<file path="src/rtl/alu_serial_seq.sv">
// Bit-serial sequencer: runs an N-bit NOR/XOR/ADD/SUB through one external 1-bit ALU slice, LSB first.
// Optional signed-overflow output is enabled by defining ALU_SERIAL_SEQ_OVF_EN.
module alu_serial_seq #(
    parameter int unsigned N = 8
) (
    input  logic         clk,
    input  logic         rst,
    input  logic         start,
    input  logic [1:0]   op,
    input  logic [N-1:0] a,
    input  logic [N-1:0] b,
    output logic         busy,
    output logic         done,
    output logic [N-1:0] result,
    output logic         cout,
    output logic         zero,
`ifdef ALU_SERIAL_SEQ_OVF_EN
    output logic         ovf,
`endif
    output logic         alu_a,
    output logic         alu_b,
    output logic         alu_cin,
    output logic [1:0]   alu_op,
    input  logic         alu_s,
    input  logic         alu_cout
);

    localparam int unsigned IW = (N > 1) ? $clog2(N) : 1;
    localparam logic [1:0]  OP_SUB = 2'b11;

    typedef enum logic [1:0] {
        S_IDLE,
        S_RUN,
        S_DONE
    } state_t;

    state_t        state;
    logic [N-1:0]  a_rem;
    logic [N-1:0]  b_rem;
    logic [N-1:0]  acc;
    logic [IW-1:0] idx;

    logic [N-1:0]  acc_next;
    logic          last_bit;
    logic          arith;

    // Result is assembled MSB-in so that bit 0 lands in position 0 after N shifts.
    assign acc_next = {alu_s, acc[N-1:1]};
    assign last_bit = (idx == IW'(N - 1));
    assign arith    = alu_op[1];

    always_ff @(posedge clk) begin
        if (rst) begin
            state   <= S_IDLE;
            a_rem   <= '0;
            b_rem   <= '0;
            acc     <= '0;
            idx     <= '0;
            busy    <= 1'b0;
            done    <= 1'b0;
            result  <= '0;
            cout    <= 1'b0;
            zero    <= 1'b1;
`ifdef ALU_SERIAL_SEQ_OVF_EN
            ovf     <= 1'b0;
`endif
            alu_a   <= 1'b0;
            alu_b   <= 1'b0;
            alu_cin <= 1'b0;
            alu_op  <= 2'b00;
        end else begin
            case (state)
                S_IDLE: begin
                    if (start) begin
                        // Bit 0 is presented straight away; the rest is shifted out of a_rem/b_rem.
                        state   <= S_RUN;
                        busy    <= 1'b1;
                        a_rem   <= a >> 1;
                        b_rem   <= b >> 1;
                        acc     <= '0;
                        idx     <= '0;
                        alu_a   <= a[0];
                        alu_b   <= b[0];
                        alu_op  <= op;
                        alu_cin <= (op == OP_SUB);
                    end
                end

                S_RUN: begin
                    acc <= acc_next;
                    if (last_bit) begin
                        state   <= S_DONE;
                        done    <= 1'b1;
                        result  <= acc_next;
                        zero    <= (acc_next == '0);
                        cout    <= arith & alu_cout;
`ifdef ALU_SERIAL_SEQ_OVF_EN
                        ovf     <= arith & (alu_cin ^ alu_cout);
`endif
                        idx     <= '0;
                        alu_a   <= 1'b0;
                        alu_b   <= 1'b0;
                        alu_cin <= 1'b0;
                        alu_op  <= 2'b00;
                    end else begin
                        idx     <= idx + IW'(1);
                        alu_a   <= a_rem[0];
                        alu_b   <= b_rem[0];
                        alu_cin <= arith & alu_cout;
                        a_rem   <= a_rem >> 1;
                        b_rem   <= b_rem >> 1;
                    end
                end

                S_DONE: begin
                    state <= S_IDLE;
                    done  <= 1'b0;
                    busy  <= 1'b0;
                end

                default: begin
                    state <= S_IDLE;
                    done  <= 1'b0;
                    busy  <= 1'b0;
                end
            endcase
        end
    end

endmodule

</file>
<file path="config.mk">
export PLATFORM = sky130hd
export DESIGN_NAME = alu_serial_seq
export DESIGN_NICKNAME = d
export VERILOG_FILES = /design/src/rtl/alu_serial_seq.sv
export SDC_FILE = /design/constraint.sdc
export NUM_CORES = 1
export LEC_CHECK = 0
export BUFFER_PORTS_ARGS = -buffer_cell sky130_fd_sc_hd__clkbuf_2
export CORE_MARGIN = 2
export CORE_UTILIZATION = 45
export DETAILED_ROUTE_END_ITERATION = 10
export PLACE_DENSITY_LB_ADDON = 0.2
export SLEW_MARGIN = 20
export SYNTH_ARGS = -nofsm -noshare
export SYNTH_HDL_FRONTEND = slang
export SYNTH_SLANG_ARGS = --single-unit
</file>
<file path="constraint.sdc">
create_clock -name clk -period 2.1 [get_ports clk]
set_input_delay 0.315 -clock clk [delete_from_list [all_inputs] [get_ports clk]]
set_output_delay 0.315 -clock clk [all_outputs]
set_load 0.05 [all_outputs]
</file>
; ---- After elaboration in Yosys (flattened, before gate mapping)
; Index checks and enable logic that the tools add are counted.
[op_classes]
n_eq_ne = 6
reduce_logical = 10
bitwise = 3
mux = 30
add_sub_neg = 1
[op_table]
columns = op, n
row1 = case mux 8 bit (2 select lines), 3
row2 = 2-to-1 mux 8 bit, 5
row3 = case mux 1 bit (2 select lines), 5
row4 = AND reduction 2 bit, 5
row5 = logical NOT 8 bit, 1
row6 = 2-to-1 mux 1 bit, 8
row7 = 2-to-1 mux 2 bit, 4
row8 = case mux 2 bit (2 select lines), 2
row9 = 2-to-1 mux 3 bit, 2
row10 = "inequality test 2 bit, second input constant", 3
row11 = case mux 3 bit (2 select lines), 1
row12 = AND reduction 3 bit, 2
row13 = "adder 3 x 1 -> 3 bit, second input constant", 1
row14 = "== test 3 bit, second input constant", 1
row15 = "== test 2 x 1 -> 1 bit, second input constant", 1
row16 = "== test 2 bit, second input constant", 1
row17 = logical NOT 2 bit, 1
row18 = inverter 1 bit, 2
row19 = nonzero test 2 bit, 1
row20 = bitwise AND 1 bit, 1
[word_totals]
in_bits = 23
out_inout_bits = 17
ff_bits = 46
wordCells = 64

; ---- Longest topological paths before layout
; Gate-level depths: netlist of the first run.
[depth]
ltp_word = 3
mapped_depth = 6
ltp_nobuf = 5

; ---- Least setup slack after synthesis of the first run
; OpenSTA, ideal clock, no wires.
[synth_timing]
path_kind = flip-flop to flip-flop
from = reg idx[0]
to = reg a_rem[1]
period_less_slack_ps = 1606
setup_time_ps = 135
stages_incl_launch_ff = 7
slack_ps = 494
required_time_ps = 1965
n_path_buf = 1
arrival_time_ps = 1471
cell_sequence = dfxtp_1 -> ha_1 -> ha_1 -> or3b_1 -> buf_6 -> o22ai_1 -> a211oi_1
[synth_via]
elab_chain_len = 3
[synth_rtl]
columns = item, line_no
row1 = start: declaration, 41  ; logic [IW-1:0] idx;
row2 = start signal: assignment, 106  ; idx <= idx + IW'(1);
row3 = == test 3 bit, 49  ; assign last_bit = (idx == IW'(N - 1));
row4 = inequality test 2 bit (no line), -
row5 = AND reduction 3 bit (no line), -
row6 = end signal: assignment, 78  ; a_rem <= a >> 1;
row7 = end signal: assignment, 110  ; a_rem <= a_rem >> 1;
row8 = end: declaration, 38  ; logic [N-1:0] a_rem;
; Every way passes these cells.
; A chain may end at the register's enable or synchronous reset.

; ---- Worst setup path in the final report of the first run
[layout_timing]
from = reg idx[0]
to = reg b_rem[3]
[layout_via]
elab_chain_len = 3
[layout_rtl]
columns = item, line_no
row1 = == test 3 bit, 49
row2 = inequality test 2 bit (no line), -
row3 = AND reduction 3 bit (no line), -
row4 = end signal: assignment, 79  ; b_rem <= b >> 1;
row5 = end signal: assignment, 111  ; b_rem <= b_rem >> 1;
row6 = end: declaration, 39  ; logic [N-1:0] b_rem;
; Every way passes these cells.

==> results.yml, run 1 <==
outcome:
  status: "finished, final reports clean"
min_path:
  holdCritPathClass: "in2reg"
  hold_end: "alu_op[1]"
  hold_depth: 3
  min_from: "op[1]"
routing:
  route.detailed.drc: 0
  post_drt_via_cell_ratio: 5.23
  drtAntennaViolNets: 0
  via_count: 1417
  wl_um: 3380
  drt_iter0_drc: 60
  drt-pass1-iter-count: 4
  avgRoutedWirePerCell_um: 12.5
power:
  p_leak_nw: 0.834
  power_density_mw_per_mm2: 808
  ir_drop_v: 0.000517
synthesis:
  yosysUniqueCellTypes: 34
  synth_edf_count: 0
  avgSynthCellArea_um2: 9.23
  syn_area_mm2: 0.00174
  synth_seq_cells: 43
  synth.largest_area_cell: "dfxtp_1"
  syn_nets: 214
  synth_top_cell_area_share: 0.496
  ys_top_cells_by_count: "dfxtp_1 (43), nand2_1 (21), a21oi_1 (15)"
  ys_async_sr_fraction: 0
  synthCells: 188
  yosysWarnings: 0
  ys_top_cells_by_area: "dfxtp_1 (50%), a211oi_1 (5.2%), nand2_1 (4.5%), a21oi_1 (4.3%), a22oi_1 (4.3%)"
  synthFlopType: "dfxtp_1"
  synth_most_common_cell: "dfxtp_1"
  seq_area_frac_synth: 0.496
critical_path:
  timing.rr.end: "b_rem[3]"
  critPathArrivalTime_ns: 1.96
  cpMostUsedCell: "ha_1"
  worstSetupPathType: "reg2reg"
  worstSetupEndpointType: "flip-flop"
  cp_max_fo: 12
  critPathLaunchType: "flip-flop"
  slowest_stage: "or3b_1"
  crit_required_ns: 2.26
  r2r_slack_ns: 0.31
  crit_chain: "ha_1 > ha_1 > or3b_1 > o22ai_1 > a211oi_1"
  worst-path-buf-inv: 0
  slowest_delay_ns: 0.58
  ff2ff_path_depth: 5
  r2r-start: "idx[0]"
  crit_family: "simple AND/OR/NAND/NOR gates"
clocking:
  h-tree-depth: 2
  numCtsBuffers: 5
  clock_sinks: 43
  ctsResizeCount: 0
  post_cts_buffers: 0
  cts_tree: "built"
  cts_hold_buf: 0
  cts-root-buf: "clkbuf_8"
  clkSlewWorstSetupHoldPaths_ns: 0.07
  cts_buffer_depth: 2
  clk_latency_ns: 0.29
floorplan:
  die_y_um: 66.1
  core_area_mm2: 0.00369
  die_area_mm2: 0.00437
  start_util: 0.470
  floorplan.io_pins: 40
  rows: 22
  die_width_um: 66.1
placed_design:
  dp_slack_ns: 0.309
  dp_hpwl_um: 2390
  dp.cells: 263
  port_buffers: 39
  gp_congestion: 0.756
sta:
  tns_ns: 0
  slew_violations: 0
  rsz0062_at_grt: "no"
  finalCriticalPeriod_ns: 1.79
  slew_headroom: 0.441
  hold_viol: 0
  worstMarginPinSlew_ns: 0.836
  fmax_mhz: 557
  finalSetupViolCount: 0
  min_period_over_period: 0.855
  worst_slack_ns: 0.305
  clock_skew_ns: 0.00511
global_route:
  grt_usage: 0.170
  antenna_found_initial: 0
  grt_pass1_wl_um: 5600
  grt_pass1_vias: 1217
  grt_max_degree: 23
  gr-total-overflow: 0
cells_and_area:
  diodes: 0
  drive_gt1_frac: 0.247
  area_delta_synth_final_pct: 16.6
  fin_cells: 271
  fin_nets: 248
flow_run:
  drv_cap: 0
-- cells by family after synthesis --
logic type,after synthesis,synth area share
AOI/OAI and AO/OA,55,0.215
buffers and inverters,28,0.0800
muxes,3,0.0173
DFF,43,0.496
adders and majority gates,3,0.0216
and+or+nand+nor,56,0.170
-- worst reg2reg max path: stages (launching register included) --
cell	delay (ns)
dfxtp_1	0.32
ha_1	0.21
ha_1	0.24
or3b_1	0.58
o22ai_1	0.24
a211oi_1	0.07
-- cell usage in the layout (no fill, tap or decap) --
master / count
nor4_1: 2
nand2b_1: 3
or3b_2: 2
nand3_1: 4
ha_1: 3
dfxtp_1: 43
inv_1: 13
a21oi_1: 15
nor2_1: 12
or3b_1: 2
o21ai_1: 1
o21bai_1: 1
buf_4: 3
nand2_1: 21
a32oi_1: 1
clkbuf_1: 1
nand3b_1: 1
clkbuf_2: 39
a211oi_1: 12
a21o_1: 1
nor3_1: 1
clkbuf_8: 7
nor2b_1: 2
and3b_1: 2
nor3b_1: 1
a22oi_1: 10
mux2i_1: 3
nand2b_4: 1
o22ai_1: 11
nand4b_1: 1
a211oi_2: 1
o22ai_2: 1
nor3b_2: 1
a222oi_1: 1
-- through the flow --
step	hold slack, ns	total power, W	utilization	cell area [um2]
5_1_grt	0.265	0.00172	0.549	2020
2_1_floorplan	0.429	0.00105	-	1740
6_report	0.260	0.00163	0.549	2020
3_3_place_gp	0.442	0.00109	0.521	1920
3_5_place_dp	0.443	0.00110	0.521	1920
4_1_cts	0.260	0.00165	0.549	2020
-- area by class of cell --
type / count / area, um2
multi-input cells: 117 / 736
flip-flops and latches: 43 / 861
clock buffers: 8 / 100
repair buffers: 42 / 218
inverters: 13 / 48.8
well taps: 48 / 60.1
fillers: 368 / 1670
-- metal layers --
layer  vias to the layer above  routed length (um)  part of all wire  global-route usage
li1                        732                   -                 -                   -
met1                       632                1660              0.49               0.234
met2                        46                1450              0.43               0.249
met3                         7                 201             0.060              0.0426
met4                         0                  63             0.019              0.0765
met5                         -                   0                 0                   0
-- registers in the layout, summed over array words and instances (netlist names), 2 cells and up --
name	count
result	8
b_rem	7
idx	3
state	2
a_rem	7
acc	7
alu_op	2
-- power by group --
| part | switching (W) | internal, W |
|---|---|---|
| registers | 0.0000239 | 0.000855 |
| logic | 0.000120 | 0.0000782 |
| clock network | 0.000258 | 0.000300 |
-- worst max path at each step --
stage                       from  endpoint  slack, ns  cells past startpoint
after floorplan           idx[0]  a_rem[1]       0.49                      6
after global placement    idx[0]  a_rem[0]       0.34                      5
after detailed placement  idx[0]  a_rem[0]       0.31                      5
after CTS                 idx[0]  a_rem[0]       0.31                      5
after global routing      idx[0]  a_rem[2]       0.17                      5
final                     idx[0]  b_rem[3]       0.31                      5
(Power assumes the default switching activity.)
==> run 2, diff against run 1 <==
==> constraint.sdc (replaced) <==
create_clock -name clk -period 2.1 [get_ports clk]
set_input_delay 0 -clock clk [delete_from_list [all_inputs] [get_ports clk]]
set_output_delay 0 -clock clk [all_outputs]
set_load 0.05 [all_outputs]
==> results.yml, run 2 (synthesis results as in run 1) <==
clocking:
  clk_latency_ns: 0.29
  cts-root-buf: "clkbuf_8"
  ctsResizeCount: 0
  post_cts_buffers: 0
  h-tree-depth: 2
  cts_tree: "built"
  numCtsBuffers: 5
  clkSlewWorstSetupHoldPaths_ns: 0.07
  cts_buffer_depth: 2
  clock_sinks: 43
floorplan:
  die_width_um: 66.1
  rows: 22
  start_util: 0.470
  die_y_um: 66.1
  floorplan.io_pins: 40
  die_area_mm2: 0.00437
  core_area_mm2: 0.00369
cells_and_area:
  drive_gt1_frac: 0.229
  largest_reg_flops: 8
  area_delta_synth_final_pct: 26.4
  fin_nets: 265
  largest-register: "result"
  diodes: 0
  fillCellCount: 352
  layout_commonest_cell: "dfxtp_1"
  final_cell_mix: "dfxtp_1 (43), clkbuf_2 (39), nand2_1 (21)"
critical_path:
  cp_max_fo: 12
  cpMostUsedCell: "ha_1"
  slowest_stage: "or3b_1"
  critPathArrivalTime_ns: 1.97
  worstSetupEndpointType: "flip-flop"
  r2r-start: "idx[0]"
  slowest_delay_ns: 0.58
  worstSetupPathType: "reg2reg"
  startpoint: "idx[0]"
  crit_chain: "ha_1 > ha_1 > or3b_1 > o22ai_1 > a211oi_1"
  critPathLaunchType: "flip-flop"
  crit_required_ns: 2.26
placed_design:
  gp_congestion: 0.738
  dp_hpwl_um: 2330
  port_buffers: 39
global_route:
  grt_max_degree: 27
  antenna_found_initial: 0
  gr-total-overflow: 0
  grt_usage: 0.183
  grt_pass1_vias: 1316
  grt_pass1_wl_um: 6050
min_path:
  min_from: "b[1]"
  holdCritPathClass: "in2reg"
flow_run:
  drv_cap: 0
power:
  power_frac_comb: 0.135
  p_sw_w: 0.000408
  seqPwrFrac: 0.529
  switching_share: 0.246
  p_leak_nw: 0.906
  internal-power_w: 0.00125
  ir_drop_v: 0.000401
  clockPowerShare: 0.336
  power_w: 0.00166
  power_density_mw_per_mm2: 758
routing:
  avgRoutedWirePerCell_um: 12.4
  route.detailed.drc: 0
  drt_iter0_drc: 104
  drtAntennaViolNets: 0
  drt-pass1-iter-count: 4
  post_drt_via_cell_ratio: 5.16
  wl_um: 3580
  via_count: 1486
sta:
  finalCriticalPeriod_ns: 1.81
  min_period_over_period: 0.863
  finalSetupViolCount: 0
  hold_viol: 0
  clock_skew_ns: 0.00397
  slew_violations: 0
  tns_ns: 0
  worstMarginPinSlew_ns: 0.515
  slew_headroom: 0.656
  rsz0062_at_grt: "no"
  fmax_mhz: 552
outcome:
  status: "finished, final reports clean"
## run 2: area by class of cell
| type | instances | area [um2] | area share |
|---|---|---|---|
| Sequential cell | 43 | 861 | 0.392 |
| Multi-Input combinational cell | 117 | 736 | 0.335 |
| Clock buffer | 8 | 100 | 0.0456 |
| Inverter | 13 | 48.8 | 0.0222 |
| Tap cell | 48 | 60.1 | 0.0274 |
| Timing Repair Buffer | 59 | 388 | 0.177 |
## run 2: power groups by stage
stage	Combinational, W	Clock, W	Sequential (W)
2_1_floorplan	0.000133	0	0.000916
3_3_place_gp	0.000197	0	0.000898
3_5_place_dp	0.000198	0	0.000898
4_1_cts	0.000223	0.000576	0.000879
5_1_grt	0.000249	0.000609	0.000884
6_report	0.000224	0.000559	0.000879
## run 2: per-layer routing
layer | up-vias | share of wire | wire length, um | GRT usage
li1 | 763 | - | - | -
met1 | 678 | 0.50 | 1780 | 0.246
met2 | 37 | 0.43 | 1560 | 0.270
met3 | 8 | 0.049 | 174 | 0.0426
met4 | 0 | 0.021 | 76 | 0.0995
met5 | - | 0 | 0 | 0
## run 2: final timing paths
path	end	slack [ns]	cells after the start
worst max register to register	a_rem[4]	0.29	5
worst min register to register	result[6]	0.45	2
worst max-delay path	a_rem[4]	0.29	5
worst min-delay path	b_rem[0]	0.01	3
## run 2: critical path: cells and delay by family (launching register included)
family	cells	cell delay (ns)
simple gates	1	0.58
fa+ha+maj	2	0.45
compound gates	2	0.33
flops	1	0.32
## run 2: repair_timing
item                                    in CTS  in global routing
hold endpoints to repair                    19                  0
hold buffers                                17                  0
endpoints found under the setup margin       0                  0
## run 2: metrics by stage
stage | cell area, um2 | instances | hold slack [ns] | utilization | setup WS, ns
after floorplan | 1740 | 188 | 0.136 | - | 0.494
after global placement | 1920 | 263 | 0.249 | 0.521 | 0.344
after detailed placement | 1920 | 263 | 0.256 | 0.521 | 0.314
after CTS | 2190 | 288 | 0.00137 | 0.595 | 0.305
after global routing | 2190 | 288 | 0.0284 | 0.595 | 0.184
final | 2190 | 288 | 0.0140 | 0.595 | 0.287
